--- config.mk ---
export PLATFORM = sky130hd
export DESIGN_NAME = aidan_mcnay_prime_ctrl_v2_flat
export DESIGN_NICKNAME = d
export VERILOG_FILES = /design/src/rtl/aidan_mcnay_prime_pkg.sv /design/src/rtl/aidan_mcnay_prime_ctrl_v2_if.sv /design/src/rtl/aidan_mcnay_divisor_step.sv /design/src/rtl/aidan_mcnay_prime_ctrl_v2.sv /design/src/flat_wrapper.sv
export SDC_FILE = /design/constraint.sdc
export NUM_CORES = 1
export LEC_CHECK = 0
export ABC_AREA = 1
export CELL_PAD_IN_SITES_DETAIL_PLACEMENT = 0
export CELL_PAD_IN_SITES_GLOBAL_PLACEMENT = 2
export CORE_MARGIN = 3
export CORE_UTILIZATION = 25
export CTS_BUF_LIST = sky130_fd_sc_hd__clkbuf_4 sky130_fd_sc_hd__clkbuf_8
export DETAILED_ROUTE_END_ITERATION = 6
export HOLD_SLACK_MARGIN = 0.15
export MAX_ROUTING_LAYER = met4
export PLACE_DENSITY_LB_ADDON = 0.2
export RECOVER_POWER = 25
export REMOVE_ABC_BUFFERS = 1
export SKIP_CTS_REPAIR_TIMING = 1
export SYNTH_ARGS = -nofsm -noshare
export SYNTH_HDL_FRONTEND = slang
export SYNTH_SLANG_ARGS = --single-unit
--- constraint.sdc ---
create_clock -name clk -period 2.25 [get_ports clk]
set_input_delay 0.675 -clock clk [delete_from_list [all_inputs] [get_ports clk]]
set_output_delay 0.675 -clock clk [all_outputs]
set_load 0.05 [all_outputs]
--- src/rtl/aidan_mcnay_prime_pkg.sv ---
// Shared state encoding and default widths for the
// trial-division prime controller.
package aidan_mcnay_prime_pkg;

   localparam int STATE_W    = 3;
   localparam int NBITS_DEF  = 16;
   localparam int ITER_W_DEF = 16;

   typedef enum logic [STATE_W-1:0] {
      S_IDLE     = 3'd0,
      S_CHECK    = 3'd1,
      S_DIV_REQ  = 3'd2,
      S_DIV_RESP = 3'd3,
      S_STEP     = 3'd4,
      S_DONE     = 3'd5,
      S_DRAIN    = 3'd6
   } state_e;

endpackage

--- src/rtl/aidan_mcnay_prime_ctrl_v2_if.sv ---
// Request, divider and response streams of the prime
// controller; master is the environment, slave the block.
interface aidan_mcnay_prime_ctrl_v2_if
   import aidan_mcnay_prime_pkg::*;
#(
   parameter int NBITS  = NBITS_DEF,
   parameter int ITER_W = ITER_W_DEF
);

   logic              req_val;
   logic              req_rdy;
   logic [NBITS-1:0]  req_value;
   logic              abort;
   logic              div_req_val;
   logic              div_req_rdy;
   logic [NBITS-1:0]  div_dividend;
   logic [NBITS-1:0]  div_divisor;
   logic              div_resp_val;
   logic              div_resp_rdy;
   logic [NBITS-1:0]  div_quot;
   logic [NBITS-1:0]  div_rem;
   logic              resp_val;
   logic              resp_rdy;
   logic              resp_is_prime;
   logic [NBITS-1:0]  resp_factor;
   logic [ITER_W-1:0] resp_iters;
   logic              busy;

   modport master (
      output req_val, req_value, abort,
      output div_req_rdy, div_resp_val,
      output div_quot, div_rem, resp_rdy,
      input  req_rdy, div_req_val,
      input  div_dividend, div_divisor,
      input  div_resp_rdy, resp_val,
      input  resp_is_prime, resp_factor,
      input  resp_iters, busy
   );

   modport slave (
      input  req_val, req_value, abort,
      input  div_req_rdy, div_resp_val,
      input  div_quot, div_rem, resp_rdy,
      output req_rdy, div_req_val,
      output div_dividend, div_divisor,
      output div_resp_rdy, resp_val,
      output resp_is_prime, resp_factor,
      output resp_iters, busy
   );

endinterface

--- src/rtl/aidan_mcnay_divisor_step.sv ---
// Trial divisor register: loads 2 on a new value and
// advances to the next candidate divisor on step.
module aidan_mcnay_divisor_step
   import aidan_mcnay_prime_pkg::*;
#(
   parameter int NBITS    = NBITS_DEF,
   parameter bit ODD_ONLY = 1'b1
) (
   input  logic             clk,
   input  logic             reset,
   input  logic             i_load2,
   input  logic             i_step,
   output logic [NBITS-1:0] o_divisor
);

   logic [NBITS-1:0] r_div;
   logic [NBITS-1:0] w_next;

   // With ODD_ONLY the sequence is 2,3,5,7,...
   always_comb begin
      w_next = r_div;
      if (i_load2) begin
         w_next = NBITS'(2);
      end else if (i_step) begin
         if (ODD_ONLY) begin
            w_next = (r_div == NBITS'(2)) ?
                     NBITS'(3) : r_div + NBITS'(2);
         end else begin
            w_next = r_div + NBITS'(1);
         end
      end
   end

   always_ff @(posedge clk) begin
      if (reset) r_div <= NBITS'(2);
      else       r_div <= w_next;
   end

   assign o_divisor = r_div;

endmodule

--- src/rtl/aidan_mcnay_prime_ctrl_v2.sv ---
// Trial-division prime detector control with an external
// val/rdy divider, early exit, abort and divider drain.
module aidan_mcnay_prime_ctrl_v2
   import aidan_mcnay_prime_pkg::*;
#(
   parameter int NBITS    = NBITS_DEF,
   parameter bit ODD_ONLY = 1'b1,
   parameter int ITER_W   = ITER_W_DEF
) (
   input  logic                        clk,
   input  logic                        reset,
   aidan_mcnay_prime_ctrl_v2_if.slave  io_bus
);

   state_e            r_state;
   state_e            w_next;
   logic [NBITS-1:0]  r_value;
   logic [ITER_W-1:0] r_iters;
   logic              r_is_prime;
   logic [NBITS-1:0]  r_factor;
   logic [NBITS-1:0]  w_divisor;
   logic              w_latch;
   logic              w_load2;
   logic              w_step;
   logic              w_inc;
   logic              w_set;
   logic              w_prime;
   logic [NBITS-1:0]  w_factor;

   aidan_mcnay_divisor_step #(
      .NBITS    (NBITS),
      .ODD_ONLY (ODD_ONLY)
   ) u_divisor (
      .clk       (clk),
      .reset     (reset),
      .i_load2   (w_load2),
      .i_step    (w_step),
      .o_divisor (w_divisor)
   );

   always_comb begin
      w_next   = r_state;
      w_latch  = 1'b0;
      w_load2  = 1'b0;
      w_step   = 1'b0;
      w_inc    = 1'b0;
      w_set    = 1'b0;
      w_prime  = 1'b0;
      w_factor = '0;
      unique case (r_state)
         S_IDLE: begin
            if (io_bus.req_val) begin
               w_latch = 1'b1;
               w_load2 = 1'b1;
               w_next  = S_CHECK;
            end
         end
         S_CHECK: begin
            if (io_bus.abort) begin
               w_next = S_IDLE;
            end else if (r_value < NBITS'(2)) begin
               w_set  = 1'b1;
               w_next = S_DONE;
            end else if (r_value < NBITS'(4)) begin
               w_set   = 1'b1;
               w_prime = 1'b1;
               w_next  = S_DONE;
            end else begin
               w_next = S_DIV_REQ;
            end
         end
         S_DIV_REQ: begin
            if (io_bus.div_req_rdy)
               w_next = io_bus.abort ? S_DRAIN : S_DIV_RESP;
            else if (io_bus.abort)
               w_next = S_IDLE;
         end
         S_DIV_RESP: begin
            if (io_bus.div_resp_val) begin
               if (io_bus.abort) begin
                  w_next = S_IDLE;
               end else begin
                  w_inc = 1'b1;
                  if (io_bus.div_rem == '0) begin
                     w_set    = 1'b1;
                     w_factor = w_divisor;
                     w_next   = S_DONE;
                  end else if (io_bus.div_quot <= w_divisor) begin
                     // divisor^2 already exceeds the value
                     w_set   = 1'b1;
                     w_prime = 1'b1;
                     w_next  = S_DONE;
                  end else begin
                     w_next = S_STEP;
                  end
               end
            end else if (io_bus.abort) begin
               w_next = S_DRAIN;
            end
         end
         S_STEP: begin
            if (io_bus.abort) begin
               w_next = S_IDLE;
            end else begin
               w_step = 1'b1;
               w_next = S_DIV_REQ;
            end
         end
         S_DONE: begin
            if (io_bus.resp_rdy) w_next = S_IDLE;
         end
         S_DRAIN: begin
            if (io_bus.div_resp_val) w_next = S_IDLE;
         end
         default: w_next = S_IDLE;
      endcase
   end

   always_ff @(posedge clk) begin
      if (reset) begin
         r_state    <= S_IDLE;
         r_value    <= '0;
         r_iters    <= '0;
         r_is_prime <= 1'b0;
         r_factor   <= '0;
      end else begin
         r_state <= w_next;
         if (w_latch) begin
            r_value <= io_bus.req_value;
            r_iters <= '0;
         end else if (w_inc && (r_iters != '1)) begin
            r_iters <= r_iters + ITER_W'(1);
         end
         if (w_set) begin
            r_is_prime <= w_prime;
            r_factor   <= w_factor;
         end
      end
   end

   assign io_bus.req_rdy       = (r_state == S_IDLE);
   assign io_bus.div_req_val   = (r_state == S_DIV_REQ);
   assign io_bus.div_resp_rdy  = (r_state == S_DIV_RESP) ||
                                 (r_state == S_DRAIN);
   assign io_bus.resp_val      = (r_state == S_DONE);
   assign io_bus.busy          = (r_state != S_IDLE);
   assign io_bus.div_dividend  = r_value;
   assign io_bus.div_divisor   = w_divisor;
   assign io_bus.resp_is_prime = r_is_prime;
   assign io_bus.resp_factor   = r_factor;
   assign io_bus.resp_iters    = r_iters;

endmodule

--- src/flat_wrapper.sv ---
// flat-port wrapper written by rule: the top's interface ports become plain ports
module aidan_mcnay_prime_ctrl_v2_flat import aidan_mcnay_prime_pkg::*;
#(
   parameter int NBITS    = NBITS_DEF,
   parameter bit ODD_ONLY = 1'b1,
   parameter int ITER_W   = ITER_W_DEF
)
  (clk, reset, io_bus_req_val, io_bus_req_value, io_bus_abort, io_bus_div_req_rdy, io_bus_div_resp_val, io_bus_div_quot, io_bus_div_rem, io_bus_resp_rdy, io_bus_req_rdy, io_bus_div_req_val, io_bus_div_dividend, io_bus_div_divisor, io_bus_div_resp_rdy, io_bus_resp_val, io_bus_resp_is_prime, io_bus_resp_factor, io_bus_resp_iters, io_bus_busy);
  aidan_mcnay_prime_ctrl_v2_if #(.NBITS(NBITS), .ITER_W(ITER_W)) io_bus_i ();
  input  logic clk;
  input  logic reset;
  input wire logic [$bits(io_bus_i.req_val)-1:0] io_bus_req_val;
  input wire logic [$bits(io_bus_i.req_value)-1:0] io_bus_req_value;
  input wire logic [$bits(io_bus_i.abort)-1:0] io_bus_abort;
  input wire logic [$bits(io_bus_i.div_req_rdy)-1:0] io_bus_div_req_rdy;
  input wire logic [$bits(io_bus_i.div_resp_val)-1:0] io_bus_div_resp_val;
  input wire logic [$bits(io_bus_i.div_quot)-1:0] io_bus_div_quot;
  input wire logic [$bits(io_bus_i.div_rem)-1:0] io_bus_div_rem;
  input wire logic [$bits(io_bus_i.resp_rdy)-1:0] io_bus_resp_rdy;
  output wire logic [$bits(io_bus_i.req_rdy)-1:0] io_bus_req_rdy;
  output wire logic [$bits(io_bus_i.div_req_val)-1:0] io_bus_div_req_val;
  output wire logic [$bits(io_bus_i.div_dividend)-1:0] io_bus_div_dividend;
  output wire logic [$bits(io_bus_i.div_divisor)-1:0] io_bus_div_divisor;
  output wire logic [$bits(io_bus_i.div_resp_rdy)-1:0] io_bus_div_resp_rdy;
  output wire logic [$bits(io_bus_i.resp_val)-1:0] io_bus_resp_val;
  output wire logic [$bits(io_bus_i.resp_is_prime)-1:0] io_bus_resp_is_prime;
  output wire logic [$bits(io_bus_i.resp_factor)-1:0] io_bus_resp_factor;
  output wire logic [$bits(io_bus_i.resp_iters)-1:0] io_bus_resp_iters;
  output wire logic [$bits(io_bus_i.busy)-1:0] io_bus_busy;
  assign io_bus_i.req_val = io_bus_req_val;
  assign io_bus_i.req_value = io_bus_req_value;
  assign io_bus_i.abort = io_bus_abort;
  assign io_bus_i.div_req_rdy = io_bus_div_req_rdy;
  assign io_bus_i.div_resp_val = io_bus_div_resp_val;
  assign io_bus_i.div_quot = io_bus_div_quot;
  assign io_bus_i.div_rem = io_bus_div_rem;
  assign io_bus_i.resp_rdy = io_bus_resp_rdy;
  assign io_bus_req_rdy = io_bus_i.req_rdy;
  assign io_bus_div_req_val = io_bus_i.div_req_val;
  assign io_bus_div_dividend = io_bus_i.div_dividend;
  assign io_bus_div_divisor = io_bus_i.div_divisor;
  assign io_bus_div_resp_rdy = io_bus_i.div_resp_rdy;
  assign io_bus_resp_val = io_bus_i.resp_val;
  assign io_bus_resp_is_prime = io_bus_i.resp_is_prime;
  assign io_bus_resp_factor = io_bus_i.resp_factor;
  assign io_bus_resp_iters = io_bus_i.resp_iters;
  assign io_bus_busy = io_bus_i.busy;
  aidan_mcnay_prime_ctrl_v2 #(.NBITS(NBITS), .ODD_ONLY(ODD_ONLY), .ITER_W(ITER_W)) u_core (.clk(clk), .reset(reset), .io_bus(io_bus_i));
endmodule
# After elaboration in Yosys (flattened, before gate mapping)
# Index checks and enable logic that the tools add are counted.
# classes
n_eq_ne,13
addsub,2
magnitude_cmp,3
mux,41
n_reduce_logical,7
# ops
cell,n
2-to-1 mux 16 bit,5
2-to-1 mux 3 bit,13
one-hot mux 3 bit (7 select lines),1
2-to-1 mux 1 bit,19
adder 16 x 1 -> 16 bit (second input constant),1
adder 16 x 2 -> 16 bit (second input constant),1
== test 16 x 2 -> 1 bit (second input constant),1
less-or-equal comparator 16 bit,1
logical NOT 16 bit,1
less-than comparator 16 x 2 -> 1 bit (second input constant),1
less-than comparator 16 x 3 -> 1 bit (second input constant),1
!= test 16 bit (second input constant),1
== test 3 bit (second input constant),3
== test 3 x 2 -> 1 bit (second input constant),2
!= test 2 bit (second input constant),3
!= test 3 bit (second input constant),2
AND reduction 5 bit,1
one-hot mux 1 bit (2 select lines),2
== test 3 x 1 -> 1 bit (second input constant),1
logical NOT 3 bit,1
nonzero test 3 bit,1
2-to-1 mux 2 bit,1
OR reduction 2 bit,1
logical AND 1 bit,1
logical OR 1 bit,1
# totals
output_inout_bits,70
wordCells,72
register_bits,68
inputBits,55

# Longest topological paths before layout
# Gate-level depths: netlist of the first run.
# logic_depth
ltp_word,6
depth_mapped,18

# By module
# A second synthesis of the first run with hierarchy kept.
# unflattened
cells_unflattened,555
area_unflattened_um2,3817.4
# modules_own_cells
module,seq_area_each_um2,cells_per_inst,instances,area_per_inst_um2
aidan_mcnay_prime_ctrl_v2,1041.0,426,1,2876.5
aidan_mcnay_divisor_step,320.3,129,1,940.9

# Least setup slack after synthesis of the first run
# OpenSTA, ideal clock, no wires.
# synth_timing
path_kind,flip-flop to flip-flop
startpoint,register u_core.r_state[2]
endpoint,register u_core.r_state[0]
stages_incl_launch_ff,8
path_slack_ns,-0.055
n_path_buf,0
t_arrival_ns,2.189
cell_sequence,dfxtp_1 inv_2 nor3_1 a21oi_1 o211ai_1 a21oi_1 nand2_1 a21oi_1
# synth_via
elab_chain_cells,3
# synth_lines
item,line,rtl
start: declaration,aidan_mcnay_prime_ctrl_v2.sv:15,state_e r_state;
start signal: assignment,aidan_mcnay_prime_ctrl_v2.sv:127,r_state <= w_next;
== test 3 bit (*),--,
net io_bus_resp_val,flat_wrapper.sv:25,output wire logic [$bits(io_bus_i.resp_val)-1:0] io_bus_resp_val;
!= test 2 bit (no source line),--,
AND reduction 5 bit (no source line),--,
# The timed path passes the listed nets; every way through them passes the cells marked *.
# A chain may end at the register's enable or synchronous reset.

# Worst setup path in the final report of the first run
# layout_timing
startpoint,input port io_bus_div_quot[12]
endpoint,"register u_core.r_factor[9], in the netlist u_core.io_bus.resp_factor[9]"
# layout_via
elab_chain_cells,6
# layout_lines
item,line,rtl
start: declaration,flat_wrapper.sv:17,input wire logic [$bits(io_bus_i.div_quot)-1:0] io_bus_div_quot;
less-or-equal comparator 16 bit,aidan_mcnay_prime_ctrl_v2.sv:88,end else if (io_bus.div_quot <= w_divisor) begin
2-to-1 mux 1 bit,aidan_mcnay_prime_ctrl_v2.sv:88,
2-to-1 mux 1 bit,aidan_mcnay_prime_ctrl_v2.sv:84,if (io_bus.div_rem == '0) begin
2-to-1 mux 1 bit,aidan_mcnay_prime_ctrl_v2.sv:80,if (io_bus.abort) begin
2-to-1 mux 1 bit,aidan_mcnay_prime_ctrl_v2.sv:79,if (io_bus.div_resp_val) begin
one-hot mux 1 bit (2 select lines),aidan_mcnay_prime_ctrl_v2.sv:50,unique case (r_state)
end signal: assignment,aidan_mcnay_prime_ctrl_v2.sv:136,r_factor <= w_factor;
end: declaration,aidan_mcnay_prime_ctrl_v2.sv:20,logic [NBITS-1:0] r_factor;
# Every way passes these cells.

==> run summary, run 1 <==
==================================================================================
Combined global-route utilization of all metal layers                        15.4%
Power share of the sequential group                                          35.5%
Port Buffers                                                                   124
Clock network latency to the later pin of the worst-skew pair              0.36 ns
Post-Syn Instances                                                             516
Area added between synthesis and finish                                      65.3%
Comb power frac                                                              23.7%
Switching power of the nets                                                1.07 mW
Ratio of total power to cell area                                       619 nW/um2
Clock tree from TritonCTS                                                     done
Average footprint of a synthesized cell                                   6.95 um2
Number of antenna violations at the first check in global routing                0
Via/cell ratio                                                                4.42
Share of final-layout standard cells stronger than drive strength 1          20.8%
Internal Dissipation                                                       2.60 mW
Most numerous cell types in the synthesized netlist                   nor2_1, nand2_1, dfxtp_1, inv_1, a21oi_1
Core ar.                                                                 13900 um2
Series of cell instances along the critical path                      clkdlybuf4s50_1, ha_1, nand2_2, nor3_4, nand2_1, nand2_1, nand2_2, nand2_4, nand2_8, buf_6, o21ai_2, nor2_1
Most frequent cell after synthesis                                          nor2_1
Cell area after synthesis                                                 3580 um2
Number of max-capacitance violations reported                                    0
Outcome                                                                  completed
Via count                                                                     3907
Maximum number of pins on one net before global-route repair                    31
Required arrival time at the worst endpoint                                2.51 ns
Measured slew at the worst slew-check pin                                 0.632 ns
Global-route wire length before repair                                    19000 um
Startpoint class of the critical path                                 primary input
Final routed DRC violation total                                                 0
Clock transition at path regs                                              0.08 ns
#FFs+latches synth                                                              68
Post-route minimum period                                                  2.19 ns
Switching part of the total power                                            29.2%
Warning count from the yosys run                                                 0
Final design instance area without fill                                   5920 um2
Crit path capture type                                                   flip-flop
WL per Instance                                                            13.5 um
Hold Startpoint                                                       u_core.io_bus.div_dividend[0]
Antenna diode instance count                                                     0
Area share of the leading cell type in the synthesized netlist               38.0%
Main synth FF type                                                         dfxtp_1
Critical Path Source                                                  io_bus_div_quot[12]
Part of the total power dissipated in the clock network                      40.8%
Share of synthesized flip-flops with an asynchronous set or reset               0%
RSZ-0062 raised after global routing                                          true
Starting utilization of the core area                                        25.7%
Inserted Clock Buffers                                                           9
Row Count                                                                       43
Maximum single-stage delay on the critical path                            0.42 ns
Buffer levels on the longest clock path                                          2
Total number of nets in the final design                                       771
Overall power consumption                                                  3.67 mW
Family of cells with the greatest summed delay on the critical path   simple AND/OR/NAND/NOR gates
Worst-case vdd ir drop                                                    0.387 mV
Clock skew after layout                                                 0.00933 ns
Number of flops mapped to enable cells by yosys                                  0
Top area cells in the synthesized netlist                             dfxtp_1, nor2_1, nand2_1
Biggest fanout along the worst timing path                                       7
Clock tree root buffer cell                                               clkbuf_8
Post-synth top area cell                                                   dfxtp_1
Util after Layout                                                            42.5%
Worst min-delay path class                                                 reg2reg
Fraction of the cycle the final worst path needs                             97.4%
Maximum achievable frequency                                               456 MHz
Antenna Violating Nets Remaining                                                 0
Area of the die                                                          15800 um2
Die W                                                                       126 um
Vertical extent of the die                                                  126 um
Arrival time worst endpoint                                                2.45 ns
Worst setup slack after layout                                           0.0589 ns
Worst reg2reg startpoint                                              u_core.u_divisor.o_divisor[9]
Filler cell count                                                             1456
Number of global-route vias before repair                                     3927
Netlist cell types                                                              35
Final Hold Violating Endpoints                                                   0
Total iterations of the first detailed-routing run                               4
Half-perimeter wire length of the detailed placement result                9230 um
WP buf/inv                                                                       2
Placement-stage cell area                                                 5370 um2
Final count of negative-setup-slack endpoints                                    0
Worst max-slew margin expressed relative to the limit                        58.0%
Initial DRC count                                                              128
Setup Crit Path Kind                                                        in2reg
Routed WL                                                                 11900 um
Post-Place Setup Slack                                                   -0.516 ns
Placed cell count                                                              865
Number of clock sinks                                                           68
Filler-free cell count of the finished design                                  883
Final Max Slew Viols                                                             0
Last weighted congestion value of the routability-driven placer              0.828
Portion of the post-synthesis area used by sequential elements               38.0%
Number of top-level pins                                                       125
Number of H-tree levels                                                          3
Cell with the largest stage delay on the worst path                   clkdlybuf4s50_1
Cell leakage power                                                         2.92 nW
Overall overflow remaining after global route                                    0
==================================================================================
layout by cell type, fill, tap and decap left out, types with 10 or more instances in the layout:
cell             instances
inv_1                   63
clkbuf_8                10
clkdlybuf4s50_1         57
o21ai_0                 29
nor2_1                  91
dlymetal6s2s_1          34
a21oi_1                 40
buf_4                   65
dfxtp_1                 68
nand3_1                 17
nand2_1                 87
nand4_1                 11
clkbuf_1                16
state kept, by name (all words and copies together), names as in the netlist:
signal and count:
u_core.r_state 3, u_core.io_bus.div_dividend 16, u_core.u_divisor.o_divisor 16, u_core.io_bus.resp_is_prime 1, u_core.io_bus.resp_iters 16, u_core.io_bus.resp_factor 16
layout make-up:
cell class	instances	area [um2]	area share, %
clock buffers	10	138	2.32
repair buffers	180	1650	27.9
inverters	70	267	4.50
clock inverters	6	159	2.68
multi-input cells	369	2120	35.8
flip-flops and latches	68	1360	23.0
well taps	180	225	3.80
path summary, 6_finish.rpt:
| check | end | slack [ns] | cells past startpoint |
|---|---|---|---|
| setup / recovery | u_core.io_bus.resp_factor[9] | 0.06 | 12 |
| hold / removal | u_core.io_bus.div_dividend[0] | 0.46 | 2 |
| setup reg to reg | u_core.io_bus.resp_factor[9] | 0.24 | 12 |
| hold reg to reg | u_core.io_bus.div_dividend[0] | 0.46 | 2 |
metal layers:
| layer | vias to the layer above | part of all wire [%] | GRT usage (%) |
|---|---|---|---|
| met3 | 9 | 4.8 | 4.54 |
| met5 | - | 0 | - |
| met1 | 1766 | 45 | 18.2 |
| met4 | 0 | 1.0 | 4.73 |
| met2 | 93 | 49 | 25.5 |
| li1 | 2039 | - | - |
power groups by stage:
stage	sequential, mW	clock, mW	combinational (mW)
final	1.30	1.50	0.869
after global routing	1.31	1.60	0.936
after CTS	1.30	1.54	0.859
after detailed placement	1.33	0	0.856
after global placement	1.33	0	0.853
after floorplan	1.51	0	0.300
through the flow:
stage               TNS, ns  hold WS, ns
global placement      -8.74        0.456
detailed placement   -10.35        0.459
floorplan             -4.24        0.477
global route        -0.0244        0.501
finish                    0        0.465
CTS                   -1.75        0.474
cells by family after synthesis:
kind of cell	Yosys count	synth area share (%)
xor gates and xnor gates	6	1.47
and+or+nand+nor	252	32.3
adders and majority gates	18	6.28
DFF	68	38.0
AOI/OAI and AO/OA	92	13.3
buffers and inverters	80	8.69
worst min-delay path, cell delays in order, from the launching register on:
cell and delay [ns]:
dfxtp_1 0.31, nand2_1 0.06, a21oi_1 0.05
No activity file was read; power rests on OpenSTA's default activity.
==> run 2: changes to the inputs <==
ABC_AREA = not set   (was 1)
==> run 2 against run 1 <==
  * The flow now finishes with violations (setup timing)
  * Sequential power grew 5%
  * Die area shrank 5.0%
  * Design area shrank 0.97%
  * Critical endpoint is now u_core.io_bus.resp_factor[0]
  * Global-route usage grew 0.084 points
  * Clock skew shrank 0.0022 ns
  * Clock power shrank 23%
  * Critical path depth shrank 2
  * Sequential share of layout area grew 0.42 points
  * Core utilization grew 2.9 points
  * Largest cell class unchanged
  * Hold slack gained 0.0019 ns
==> run summary, run 2 <==
=====================================================================================
Cell area after synthesis                                                    3400 um2   -5.3%
Arrival time worst endpoint                                                   2.53 ns   +0.08 ns
Top area cells in the synthesized netlist                                dfxtp_1, nand2_1, ha_1
Inserted Clock Buffers                                                              9   unchanged
Half-perimeter wire length of the detailed placement result                   8670 um   -6.0%
Number of top-level pins                                                          125   unchanged
Final routed DRC violation total                                                    0   unchanged
Most numerous cell types in the synthesized netlist                      dfxtp_1, nand2_1, nor2_1, inv_1, a21oi_1
Number of H-tree levels                                                             3   unchanged
Portion of the post-synthesis area used by sequential elements                  40.1%   +2.1 points
Starting utilization of the core area                                           26.3%   +0.54 points
Filler cell count                                                                1325   -9.0%
Number of max-capacitance violations reported                                       0   unchanged
Core ar.                                                                    12900 um2   -7.2%
Clock skew after layout                                                    0.00715 ns   -0.00219 ns
Share of synthesized area spent on multiplexers                                0.590%   +0.59 points
Measured slew at the worst slew-check pin                                    0.741 ns   +0.109 ns
Share of the synthesized area in compound gates (AO/OA/AOI/OAI)                 12.5%   -0.77 points
Final Max Slew Viols                                                                0   unchanged
Worst min-delay path class                                                    reg2reg
Number of clock sinks                                                              68   unchanged
Startpoint class of the critical path                                    primary input
Dominant combinational cell family by area after synthesis               simple AND/OR/NAND/NOR gates
Row Count                                                                          41   -4.7%
Share of final-layout standard cells stronger than drive strength 1             30.0%   +9.2 points
Netlist cell types                                                                 46   +31%
Most frequent cell after synthesis                                            dfxtp_1
Maximum achievable frequency                                                  438 MHz   -3.9%
Post-Route Setup TNS                                                        -0.154 ns   -0.154 ns
Area added between synthesis and finish                                         72.8%
Via/cell ratio                                                                   4.50   +1.7%
Crit path capture type                                                      flip-flop
Xor/xnor cell area share of the yosys netlist                                   7.22%   +5.8 points
Die W                                                                          123 um   -2.5%
Fraction of the cycle the final worst path needs                                 101%   +4.0 points
Leading cell types in the layout, fill and taps excluded                 buf_4, nand2_1, dfxtp_1, nor2_1, clkdlybuf4s50_1
Required arrival time at the worst endpoint                                   2.50 ns   about the same
Post-route minimum period                                                     2.28 ns   +0.0900 ns
Port Buffers                                                                      124   unchanged
Clock tree root buffer cell                                                  clkbuf_8
WL per Instance                                                               14.8 um   +9.6%
Overall overflow remaining after global route                                       0   unchanged
Util after Layout                                                               45.4%   +2.9 points
RSZ-0062 raised after global routing                                             true
Antenna diode instance count                                                        0   unchanged
Warning count from the yosys run                                                    0   unchanged
Number of antenna violations at the first check in global routing                   0   unchanged
Hold_ws                                                                      0.467 ns   +0.00186 ns
Last weighted congestion value of the routability-driven placer                 0.816   -1.4%
Number of global-route vias before repair                                        3526   -10%
#FFs+latches synth                                                                 68   unchanged
Average footprint of a synthesized cell                                      7.97 um2   +15%
Routed WL                                                                    11700 um   -2.1%
Cell leakage power                                                            2.55 nW   -13%
Ratio of total power to cell area                                          666 nW/um2   +7.6%
Vertical extent of the die                                                     123 um   -2.5%
Biggest fanout along the worst timing path                                          6   -1
Post-Syn Instances                                                                426   -17%
Area of the die                                                             15000 um2   -5.0%
Outcome                                                                  finished, violations left
Antenna Violating Nets Remaining                                                    0   unchanged
Final count of negative-setup-slack endpoints                                       6   +6
Main synth FF type                                                            dfxtp_1
Share of synthesized flip-flops with an asynchronous set or reset                  0%   unchanged
Worst max-slew margin expressed relative to the limit                           50.6%   -7.4 points
Setup Crit Path Kind                                                           in2reg
Post-synth top area cell                                                      dfxtp_1
Final design instance area without fill                                      5870 um2   -0.97%
Initial DRC count                                                                 110   -14%
Worst-case vdd ir drop                                                       0.592 mV   +53%
Global-route wire length before repair                                       17500 um   -8.0%
Via count                                                                        3550   -9.1%
Worst setup slack after layout                                             -0.0311 ns   -0.0900 ns
Total number of nets in the final design                                          685   -11%
Placement-stage cell area                                                    5250 um2   -2.2%
Maximum number of pins on one net before global-route repair                       21   -32%
Area share of the leading cell type in the synthesized netlist                  40.1%   +2.1 points
Post-synthesis adder-cell area fraction                                         6.63%   +0.35 points
Clock network latency to the later pin of the worst-skew pair                 0.36 ns   about the same
Total iterations of the first detailed-routing run                                  4   unchanged
Clock tree from TritonCTS                                                        done
Post-synthesis share of cell area spent on and, or, nand and nor gates          26.3%   -6.0 points
Number of flops mapped to enable cells by yosys                                     0   unchanged
Combined global-route utilization of all metal layers                           15.5%   +0.084 points
Violations in the final reports                                          setup timing
Clock transition at path regs                                                 0.07 ns   about the same
Leading cell type in the layout, fill and taps excluded                         buf_4
Minimum setup slack among reg-to-reg paths                                    0.02 ns   -0.22 ns
Final Hold Violating Endpoints                                                      0   unchanged
Buffer levels on the longest clock path                                             2   unchanged
=====================================================================================
## run 2: cell count changes after synthesis, moves of 8 or more
cell,before,now
nor2_1,95,46
nand2_1,91,65
inv_1,63,39
xnor2_1,0,21
o21ai_0,31,11
o31ai_1,0,16
o21ai_1,14,0
a21oi_1,41,30
nor4_1,4,15
nand3_1,17,9
## run 2: worst max-delay path: stages
cell	delay [ns]
buf_6	0.10
ha_4	0.23
nand4_1	0.18
nor4_1	0.07
buf_4	0.14
a21boi_2	0.14
a2111o_1	0.42
a21oi_4	0.29
clkbuf_16	0.22
o31ai_2	0.06
## run 2: power breakdown
part           leakage (nW)  switching [mW]  total (mW)  internal, mW
Clock                 0.116           0.494        1.15         0.661
Sequential            0.555          0.0830        1.37          1.28
Combinational          1.88           0.822        1.39         0.565
Total                  2.55            1.40        3.91          2.51
## run 2: routing by layer
| metal | track usage [%] | up-vias | share of wire (%) | wire length, um |
|---|---|---|---|---|
| li1 | - | 1816 | - | - |
| met1 | 18.6 | 1639 | 44 | 5180 |
| met2 | 25.1 | 87 | 49 | 5660 |
| met3 | 4.70 | 8 | 6.0 | 695 |
| met4 | 4.69 | 0 | 1.0 | 122 |
| met5 | - | - | 0 | 0 |
## run 2: area by class of cell
class / count / area [um2] / share of cell area [%]
inverters: 39 / 146 / 2.50
flip-flops and latches: 68 / 1370 / 23.4
well taps: 172 / 215 / 3.67
multi-input cells: 302 / 2150 / 36.6
clock inverters: 5 / 75.1 / 1.28
repair buffers: 192 / 1770 / 30.1
clock buffers: 11 / 145 / 2.47
## run 2: cells by family after synthesis
group	after synthesis
and+or+nand+nor	185
AOI/OAI and AO/OA	69
DFF	68
buffers and inverters	56
xor gates and xnor gates	28
adders and majority gates	18
muxes	2
## run 2: metrics by stage
step,power (mW),cells,worst slack [ns]
after floorplan,2.12,409,-1.01
after global placement,2.78,769,-0.795
after detailed placement,2.78,769,-0.909
after CTS,3.97,785,-0.521
after global routing,4.14,789,-0.109
final,3.91,789,-0.0311
## run 2: final timing paths
path                                                      from                             to  cells past startpoint
worst max-delay path                       io_bus_div_quot[15]   u_core.io_bus.resp_factor[0]                     10
worst min-delay path             u_core.io_bus.div_dividend[0]  u_core.io_bus.div_dividend[0]                      2
worst max register to register  u_core.u_divisor.o_divisor[15]   u_core.io_bus.resp_factor[0]                     10
worst min register to register   u_core.io_bus.div_dividend[0]  u_core.io_bus.div_dividend[0]                      2
==> edit, RTL diff (config.mk and constraints of run 1) <==
`ODD_ONLY` is set to 1'b1 in 3 places; all go to 1'b0.
--- a/src/rtl/aidan_mcnay_divisor_step.sv
+++ b/src/rtl/aidan_mcnay_divisor_step.sv
@@ -4,7 +4,7 @@
    import aidan_mcnay_prime_pkg::*;
 #(
    parameter int NBITS    = NBITS_DEF,
-   parameter bit ODD_ONLY = 1'b1
+   parameter bit ODD_ONLY = 1'b0
 ) (
    input  logic             clk,
    input  logic             reset,
--- a/src/rtl/aidan_mcnay_prime_ctrl_v2.sv
+++ b/src/rtl/aidan_mcnay_prime_ctrl_v2.sv
@@ -4,7 +4,7 @@
    import aidan_mcnay_prime_pkg::*;
 #(
    parameter int NBITS    = NBITS_DEF,
-   parameter bit ODD_ONLY = 1'b1,
+   parameter bit ODD_ONLY = 1'b0,
    parameter int ITER_W   = ITER_W_DEF
 ) (
    input  logic                        clk,
--- a/src/flat_wrapper.sv
+++ b/src/flat_wrapper.sv
@@ -2,7 +2,7 @@
 module aidan_mcnay_prime_ctrl_v2_flat import aidan_mcnay_prime_pkg::*;
 #(
    parameter int NBITS    = NBITS_DEF,
-   parameter bit ODD_ONLY = 1'b1,
+   parameter bit ODD_ONLY = 1'b0,
    parameter int ITER_W   = ITER_W_DEF
 )
   (clk, reset, io_bus_req_val, io_bus_req_value, io_bus_abort, io_bus_div_req_rdy, io_bus_div_resp_val, io_bus_div_quot, io_bus_div_rem, io_bus_resp_rdy, io_bus_req_rdy, io_bus_div_req_val, io_bus_div_dividend, io_bus_div_divisor, io_bus_div_resp_rdy, io_bus_resp_val, io_bus_resp_is_prime, io_bus_resp_factor, io_bus_resp_iters, io_bus_busy);
Function: changed (Yosys sat finds a counterexample within 10 cycles, from zero or initial values and one cycle with reset high).
==> edit against run 1 <==
Total power is 11% lower. Cell area shrank 4.1%. Sequential cell count unchanged. Worst setup slack worse by 0.031 ns. Synthesized area increased by 1.0%. Wire length shrank 1.8%. Hold slack improved by 0.0062 ns. Critical endpoint is now u_core.io_bus.resp_factor[14]$_SDFFE_PP0P_. Largest cell class unchanged. Highest routed layer unchanged.
==> edit: results (changes against run 1) <==
status completed; synth cell count leaders nor2_1 (89), nand2_1 (81), inv_1 (69), dfxtp_1 (68), a21oi_1 (46); Least-Margin Pin Slew 0.685 ns (+0.0529 ns); Inst Count DP 845 (-2.3%); register area share after synthesis 37.6% (-0.38 points); Netlist cell types 34 (-2.9%); post-DR vias/cell 4.40 (-0.50%); first-pass GRT wire length 18,700 um (-1.5%); CTS Buf Count 9 (unchanged); Ys Warns 0 (unchanged); initial DRC count 229 (+79%); Setup Crit Path Kind in -> reg; R2R depth 12 (unchanged); endpoints failing setup 0 (unchanged); worst-path fanout max 8 (+1); Routed wire per std cell 13.5 um (+0.35%); largest net degree at the start of global routing 30 (-3.2%); CP arrival 2.52 ns (+0.07 ns); R2R Setup Slk 0.22 ns (-0.02 ns); vias in the first global route 3,701 (-5.8%); Pre-antenna DRT Iters 4 (unchanged); most common flop cell mapped by yosys dfxtp_1; Worst-Skew Late Latency 0.36 ns (about the same); worst IR drop on VDD 0.279 mV (-28%); RePlAce Congestion 0.843 (+1.9%); CTS Buffer Depth 2 (unchanged); worst hold path class reg -> reg; clk_skew 0.0118 ns (+0.00251 ns); placed inst area 5230 um^2 (-2.7%); root buf cell clkbuf_8; total global-route track usage 15.0% (-0.39 points); final wirelength 11,700 um (-1.8%); detailed placement HPWL 8970 um (-2.9%); worst reg2reg endpoint u_core.io_bus.resp_factor[14]$_SDFFE_PP0P_; share of cells above drive strength 1 18.0% (-2.8 points); number of antenna violations at the first check in global routing 1 (+1); ys async rst share 0% (unchanged); layout net count 751 (-2.6%); RR Startpoint u_core.u_divisor.o_divisor[11]$_SDFFE_PP0P_; clock slew at reported path FFs 0.08 ns (about the same); port bufs 124 (unchanged); top post-synthesis cells by area dfxtp_1 (38%), nor2_1 (9.2%), nand2_1 (8.4%); H-tree Lvls 3 (unchanged); Avg Inst Size Synth 7.00 um^2 (+0.82%); origin of the worst setup path io_bus_div_quot[11]; static leakage 2.70 nW (-7.5%)
==> edit: cell type report <==
cell class | count | area [um^2]
Antenna cell | 1 | 2.50
Tap cell | 180 | 225
Clock buffer | 10 | 138
Sequential cell | 68 | 1360
Fill cell | 1512 | 8360
Inverter | 73 | 279
Timing Repair Buffer | 163 | 1510
Clock inverter | 6 | 87.6
Multi-Input combinational cell | 363 | 2080
==> edit: worst min-delay path by stage <==
| stage | from | endpoint | slack [ns] | cells after the start |
|---|---|---|---|---|
| 3_3_place_gp | u_core.io_bus.div_dividend[0]$_SDFFE_PP0P_ | u_core.io_bus.div_dividend[0]$_SDFFE_PP0P_ | 0.45 | 2 |
| 6_report | u_core.io_bus.div_dividend[0]$_SDFFE_PP0P_ | u_core.io_bus.div_dividend[0]$_SDFFE_PP0P_ | 0.47 | 2 |
| 4_1_cts | u_core.io_bus.div_dividend[0]$_SDFFE_PP0P_ | u_core.io_bus.div_dividend[0]$_SDFFE_PP0P_ | 0.48 | 2 |
| 5_1_grt | u_core.io_bus.div_dividend[14]$_SDFFE_PP0P_ | u_core.io_bus.div_dividend[14]$_SDFFE_PP0P_ | 0.51 | 2 |
| 2_1_floorplan | u_core.r_state[1]$_SDFFE_PP0P_ | u_core.r_state[1]$_SDFFE_PP0P_ | 0.48 | 2 |
| 3_5_place_dp | u_core.io_bus.div_dividend[0]$_SDFFE_PP0P_ | u_core.io_bus.div_dividend[0]$_SDFFE_PP0P_ | 0.46 | 2 |
==> edit: worst max-delay path, cell delays in order <==
cell and delay [ns]:
clkdlybuf4s50_1 0.52, ha_4 0.22, a21oi_1 0.15, nand2_1 0.08, a21oi_2 0.14, nand2_1 0.08, nand2_2 0.09, nand2_2 0.08
nand2_4 0.15, clkbuf_16 0.17, o21ai_2 0.05, nor2_1 0.11
==> edit: logic make-up after synthesis <==
group / synth area share (%)
and+or+nand+nor: 30.2
AOI/OAI and AO/OA: 13.0
buffers and inverters: 9.61
DFF: 37.6
adders and majority gates: 6.22
xor gates and xnor gates: 3.39
==> edit: report_power, final <==
group          internal, mW  switching (mW)
Clock                 0.652           0.517
Sequential             1.26          0.0360
Combinational         0.320           0.487
==> edit: stage by stage <==
stage	setup TNS [ns]	worst slack, ns	hold WS, ns
after detailed placement	-11.01	-0.434	0.463
after floorplan	-6.96	-0.437	0.476
after CTS	-0.298	-0.0449	0.478
after global placement	-9.64	-0.357	0.454
after global routing	-0.314	-0.0485	0.505
final	0	0.0281	0.471
==> edit: layer usage <==
| layer | track usage (%) | up-vias | share of wire, % |
|---|---|---|---|
| li1 | - | 1991 | - |
| met1 | 19.0 | 1716 | 47 |
| met2 | 23.3 | 87 | 47 |
| met3 | 4.63 | 10 | 4.7 |
| met4 | 3.97 | 0 | 1.2 |
| met5 | - | - | 0 |
